File: config.mk
export PLATFORM = sky130hd
export DESIGN_NAME = fifo_write_sched
export DESIGN_NICKNAME = d
export VERILOG_FILES = /design/src/rtl/fifo_write_sched.sv
export SDC_FILE = /design/constraint.sdc
export NUM_CORES = 1
export LEC_CHECK = 0
export ABC_CLOCK_PERIOD_IN_PS = 5900
export CORE_MARGIN = 4
export CORE_UTILIZATION = 55
export CTS_BUF_LIST = sky130_fd_sc_hd__clkbuf_8
export CTS_CLUSTER_SIZE = 25
export DETAILED_ROUTE_END_ITERATION = 10
export PLACE_DENSITY_LB_ADDON = 0.1
export SYNTH_ARGS = -nofsm -noshare
export SYNTH_HDL_FRONTEND = slang
export SYNTH_SLANG_ARGS = --single-unit
File: constraint.sdc
create_clock -name clk -period 5.9 [get_ports clk]
set_input_delay 1.18 -clock clk [delete_from_list [all_inputs] [get_ports clk]]
set_output_delay 1.18 -clock clk [all_outputs]
set_load 0.05 [all_outputs]
File: src/rtl/fifo_write_sched.sv
`default_nettype none
// ============================================================================
// fifo_write_sched : round-robin scheduler sharing one FIFO write port among
//                    NREQ toggle-triggered requesters (optional clear-before-write).
// Optional feature macro: FIFO_WR_OVF_CNT_EN (saturating overflow counter).
// Revision: 1.0
// ============================================================================
module fifo_write_sched #(
  parameter int NREQ  = 2,
  parameter int WIDTH = 32
) (
  input  logic                  clk,
  input  logic                  rst,
  input  logic [NREQ-1:0]       trigWrite,
  input  logic [NREQ-1:0]       clrFifo,
  input  logic [NREQ*WIDTH-1:0] dataIn,
  input  logic                  fifoFull,
  output logic                  sclr,
  output logic                  writeReq,
  output logic [WIDTH-1:0]      fifoData,
  output logic [NREQ-1:0]       grant,
  output logic                  busy,
  output logic [7:0]            ovfCount
);

  localparam int SELW = (NREQ > 1) ? $clog2(NREQ) : 1;

  typedef enum logic [1:0] {
    IDLE  = 2'd0,
    CLEAR = 2'd1,
    WRITE = 2'd2,
    DONE  = 2'd3
  } state_t;

  state_t           state_q;
  logic [NREQ-1:0]  prevTrig_q;
  logic [NREQ-1:0]  pending_q;
  logic [NREQ-1:0]  holdClr_q;
  logic [WIDTH-1:0] holdData_q [NREQ];
  logic [SELW-1:0]  sel_q;
  logic [SELW-1:0]  lastGrant_q;
  logic             sclr_q;
  logic             writeReq_q;
  logic [WIDTH-1:0] fifoData_q;
  logic [NREQ-1:0]  grant_q;

  logic [NREQ-1:0]  toggle_d;
  logic [NREQ-1:0]  retire_d;
  logic [NREQ-1:0]  accept_d;
  logic [NREQ-1:0]  pending_d;
  logic [SELW-1:0]  nextSel_d;
  logic             anyPend_d;

  // A request retiring on this edge frees its slot for a toggle on the same edge.
  assign toggle_d  = trigWrite ^ prevTrig_q;
  assign retire_d  = (state_q == WRITE && !fifoFull) ? (NREQ'(1) << sel_q) : '0;
  assign accept_d  = toggle_d & (~pending_q | retire_d);
  assign pending_d = (pending_q & ~retire_d) | accept_d;

  // Descending scan so the nearest candidate after lastGrant wins.
  always_comb begin
    logic [SELW-1:0] cand;
    nextSel_d = '0;
    anyPend_d = 1'b0;
    cand      = '0;
    for (int k = NREQ; k >= 1; k--) begin
      cand = SELW'((int'(lastGrant_q) + k) % NREQ);
      if (pending_q[cand]) begin
        nextSel_d = cand;
        anyPend_d = 1'b1;
      end
    end
  end

  always_ff @(posedge clk or posedge rst) begin
    if (rst) begin
      prevTrig_q <= '0;
      pending_q  <= '0;
      holdClr_q  <= '0;
      for (int i = 0; i < NREQ; i++) begin
        holdData_q[i] <= '0;
      end
    end else begin
      prevTrig_q <= trigWrite;
      pending_q  <= pending_d;
      for (int i = 0; i < NREQ; i++) begin
        if (accept_d[i]) begin
          holdData_q[i] <= dataIn[i*WIDTH +: WIDTH];
          holdClr_q[i]  <= clrFifo[i];
        end
      end
    end
  end

  always_ff @(posedge clk or posedge rst) begin
    if (rst) begin
      state_q     <= IDLE;
      sel_q       <= '0;
      lastGrant_q <= SELW'(NREQ - 1);
      sclr_q      <= 1'b0;
      writeReq_q  <= 1'b0;
      fifoData_q  <= '0;
      grant_q     <= '0;
    end else begin
      case (state_q)
        IDLE: begin
          sclr_q     <= 1'b0;
          writeReq_q <= 1'b0;
          grant_q    <= '0;
          if (anyPend_d) begin
            sel_q       <= nextSel_d;
            lastGrant_q <= nextSel_d;
            fifoData_q  <= holdData_q[nextSel_d];
            state_q     <= holdClr_q[nextSel_d] ? CLEAR : WRITE;
          end
        end
        CLEAR: begin
          sclr_q  <= 1'b1;
          state_q <= WRITE;
        end
        WRITE: begin
          sclr_q <= 1'b0;
          if (!fifoFull) begin
            writeReq_q <= 1'b1;
            grant_q    <= NREQ'(1) << sel_q;
            state_q    <= DONE;
          end
        end
        DONE: begin
          writeReq_q <= 1'b0;
          grant_q    <= '0;
          state_q    <= IDLE;
        end
        default: begin
          sclr_q     <= 1'b0;
          writeReq_q <= 1'b0;
          grant_q    <= '0;
          state_q    <= IDLE;
        end
      endcase
    end
  end

  assign sclr     = sclr_q;
  assign writeReq = writeReq_q;
  assign fifoData = fifoData_q;
  assign grant    = grant_q;
  assign busy     = (state_q != IDLE) || (|pending_q);

`ifdef FIFO_WR_OVF_CNT_EN
  logic [NREQ-1:0] ovf_d;
  logic [8:0]      ovfSum_d;
  logic [7:0]      ovfCount_q;

  assign ovf_d = toggle_d & pending_q & ~retire_d;

  // Each simultaneous overflow adds one; the 9th bit flags saturation.
  always_comb begin
    ovfSum_d = {1'b0, ovfCount_q};
    for (int i = 0; i < NREQ; i++) begin
      ovfSum_d = ovfSum_d + {8'd0, ovf_d[i]};
    end
  end

  always_ff @(posedge clk or posedge rst) begin
    if (rst) begin
      ovfCount_q <= 8'd0;
    end else begin
      ovfCount_q <= ovfSum_d[8] ? 8'hFF : ovfSum_d[7:0];
    end
  end

  assign ovfCount = ovfCount_q;
`else
  assign ovfCount = 8'd0;
`endif

endmodule
`default_nettype wire

==> results <==
- The tool flagged a number of max-cap violations equal to 0.
- Sequential cells burn between 30% and 40% of the power.
- After detailed routing, the average wire length per cell comes to roughly 16 um.
- Data on the critical path arrives at its endpoint at between 2 and 2.5 ns.
- The dominant delay contributor by cell family on the critical path is buffers and inverters.
- The number of resized instances in the post-cts repair step is 0.
- Once layout is complete, the utilization of the core stands at about 73%.
- The maximum buffer depth of the clock tree is 2.
- The total area of multi-input combinational cells is ~1700 um2.
- The width of the die is 99.24 um.
- The floorplan has 33 rows.
- The first detailed-routing pass ran for 4 iterations.
- Summed over all nets, the half-perimeter wirelength after detailed placement is ~6000 um.
- The actual slew at the worst max-slew pin is between 1 and 1.5 ns.
- The area of the placeable core is approximately 8200 um2.
- In this run the worst path has a maximum fanout of 6.
- The number of buffers inserted by hold repair at cts is 0.
- The run finished with clean final reports.
- Dividing the synthesized area by the synthesized cell count gives approximately 13 um2.
- The final weighted congestion in routability-driven placement is ~0.8.
- Counting the buffers created by CTS gives 9.
- The portion of synthesized cell area occupied by the leading cell type is 59.58%.
- After detailed routing, the total wire length is between 8000 and 9000 um.
- In the global route stage, overall resource usage came out at about a fifth.
- Counting both buffers and inverters, the worst setup path holds a total of 2.
- The fraction of layout instances using a drive strength above 1 is roughly a fifth.
- The async set or reset register ratio after synthesis is 100.0%.
- The most common cell in the synthesized netlist is dfrtp_1.
- The number of DRC violations after detailed-routing iteration 0 is about 70.
- Per report_power, the combinational group accounts for between 40% and 50% of the total.
- The number of antenna diodes in the final layout is 0.
- The worst setup path is launched from a flip-flop.
- The setup path with the least slack is of type flip-flop to output pin.
- After filler insertion, the fill cell instance count of the layout stands at around 590.
- For this run, design rule violations remaining after detail routing come to 0.
- The clock net sink count is 110.
- The kind of end point of the critical path is an output pin.
- The height of the chip is approximately 100 um.
- The cell count after synthesis is between 300 and 400.
- The switching component of the power is roughly 1300 uW.
- The floorplan step defined a die boundary enclosing 9848 um2.
- Entering global routing, the biggest net connects slightly below 60 pins.
- The commonest cells after synthesis are dfrtp_1 (109), mux2_2 (65), nand2_1 (39).
- The root buffer cell chosen for the clock tree is clkbuf_8.
- After detailed routing, the number of vias per cell comes to 5.201.
- For the worst setup path, the data required time is between 4 and 5 ns.
- TritonCTS built the clock tree.
- On the critical path, the stage with the largest delay is an instance of clkdlybuf4s50_1.
- The final-report hold violation count is 0.
- The via count of the first global-routing pass is 3036.
- Detailed routing inserted a total of between 2000 and 3000 vias.
- After clock tree synthesis, the clock-pin slew on the worst setup and hold paths is about 0.090 ns.
- Counting flops with a built-in enable in the synthesized netlist gives 0.
- The global-route wire length before repair is ~15000 um.
- Summed over all cells, the static leakage comes to 0.002587 uW.
- Setup repair after global routing left no endpoint under its margin.
- After the last flow step, the layout net total stands at around 520.
- The maximum vdd ir drop is between 0.2 and 0.3 mV.
- Net switching is about two fifths of the power.
- During synthesis, Yosys emitted a total of 0 warnings.
- The area growth from synthesis to layout is 29.84%.
- The headroom to the max-slew limit is 24.31%.
- The maximum achievable frequency is between 200 and 300 MHz.
- The share of the clock period used by the worst path is 62.09%.
- The internal portion of the total power is 2091 uW.
- The final max-slew violation count is 0.
- The number of synthesized register bits is 110.
- Walking the worst path, the cells encountered are inv_1 > ha_1 > or3b_2 > clkdlybuf4s50_1.
- The count of input and output buffers is about 110.
- The H-tree depth reported by CTS is 3.
- By area the synthesized netlist is led by dfrtp_1 (60%), mux2_2 (16%), mux2i_1 (7.2%), o21ai_0 (3.9%), nand2_1 (3.2%).
- The post-CTS setup buffer count is 0.
- The remaining global-route overflow is 0.
- The clock arrives with between 0.01 and 0.015 ns of skew.
- The starting utilization of the core area is 56.00%.
- The initial antenna violation count was 0.
- The sum of negative setup slack is 0 ns.
- The share of total power dissipated in the clock network is between 10% and 20%.
- The most used flip-flop cell after synthesis is dfrtp_1.
- The worst path in the final design needs a cycle of around 3.7 ns, including I/O delays and setup.
- For this design the top-level I/O count stands at 116.
- The count of nets left with antenna violations once routing finished came out at 0.
- On the worst path, the slowest cell contributes a delay of around 0.73 ns.
- Across the whole layout, storage elements account for around 2800 um2.
- The post-synthesis sequential area ratio is around 60%.
- Summing every instance area after synthesis gives 4578 um2.
- The distinct cell type count after synthesis is 30.
- For this design the ratio of total power to cell area is 576.3 nW/um2.
- Clock latency on the worst-skew pair, taken at its later pin, is around 0.36 ns.
- Summed over all instances, the cell type with the most area after synthesis is dfrtp_1.
- The number of endpoints failing setup at the final stage is 0.
- In this run the worst hold path is classified as flip-flop to flip-flop.
-- power groups by stage --
stage               Clock [uW]  Sequential [uW]  Combinational, uW
floorplan                    0             1670                803
global placement             0             1320               1550
detailed placement           0             1340               1600
CTS                        550             1320               1600
global route               581             1370               1710
finish                     532             1320               1580
-- per-layer routing --
metal	share of wire, %	GRT usage, %
met1	43	25.08
met2	50	32.08
met3	6.2	6.171
met4	0.80	4.727
met5	0	0
-- logic make-up after synthesis --
logic type,Yosys count,synth area share [%]
AOI/OAI and AO/OA,50,6.450
muxes,99,23.45
DFF,110,60.15
adders and majority gates,4,1.093
buffers and inverters,32,4.209
other,1,0.08191
xor gates and xnor gates,2,0.3827
and+or+nand+nor,45,4.181
-- final cells by class --
type | count | share of cell area, %
Sequential cell | 110 | 46.33
Multi-Input combinational cell | 208 | 28.39
Timing Repair Buffer | 111 | 18.52
Tap cell | 105 | 2.210
Clock buffer | 9 | 2.084
Clock inverter | 7 | 2.042
Inverter | 6 | 0.4210
-- worst reg2reg max path, stage by stage (launching register included) --
cell     delay (ns)
dfrtp_1        0.42
inv_1          0.12
ha_1           0.32
or3b_4         0.45
a21oi_4        0.89
mux2_2         0.44
-- flip-flops by register name, indices dropped and copies added (netlist names), 2 cells and up --
name	flops
holdData_q	64
fifoData	32
state_q	2
prevTrig_q	2
holdClr_q	2
pending_q	2
grant	2
-- path summary, 6_finish.rpt --
path | start | to | slack [ns] | depth (start not counted)
setup / recovery | state_q[0] | busy | 2.24 | 4
setup reg to reg | state_q[0] | holdData_q[35] | 3.15 | 5
max in group asynchronous | rst | holdData_q[47] | 3.48 | 3
min in group asynchronous | rst | holdData_q[9] | 1.26 | 2
hold / removal | sclr | sclr | 0.49 | 2
hold reg to reg | sclr | sclr | 0.49 | 2
-- layout by cell type (no fill, tap or decap), types with 5 or more instances in the layout --
master / netlist / routed
clkdlybuf4s50_1: 0 / 107
clkbuf_8: 0 / 9
o21ai_0: 36 / 35
conb_1: 1 / 8
mux2i_1: 33 / 33
dfrtp_1: 109 / 109
inv_1: 6 / 5
nand2_1: 39 / 39
mux2_2: 65 / 65
-- through the flow --
stage	hold slack, ns	total power (uW)	area (um2)	instances	worst slack [ns]
3_3_place_gp	0.4598	2872	5699	540	2.356
5_1_grt	0.5187	3659	5944	556	2.145
4_1_cts	0.4921	3477	5944	556	2.225
6_report	0.4852	3426	5944	556	2.237
3_5_place_dp	0.4693	2934	5699	540	2.293
2_1_floorplan	0.4574	2474	4604	350	1.819
Note: power is estimated with default switching activity, not from simulation.
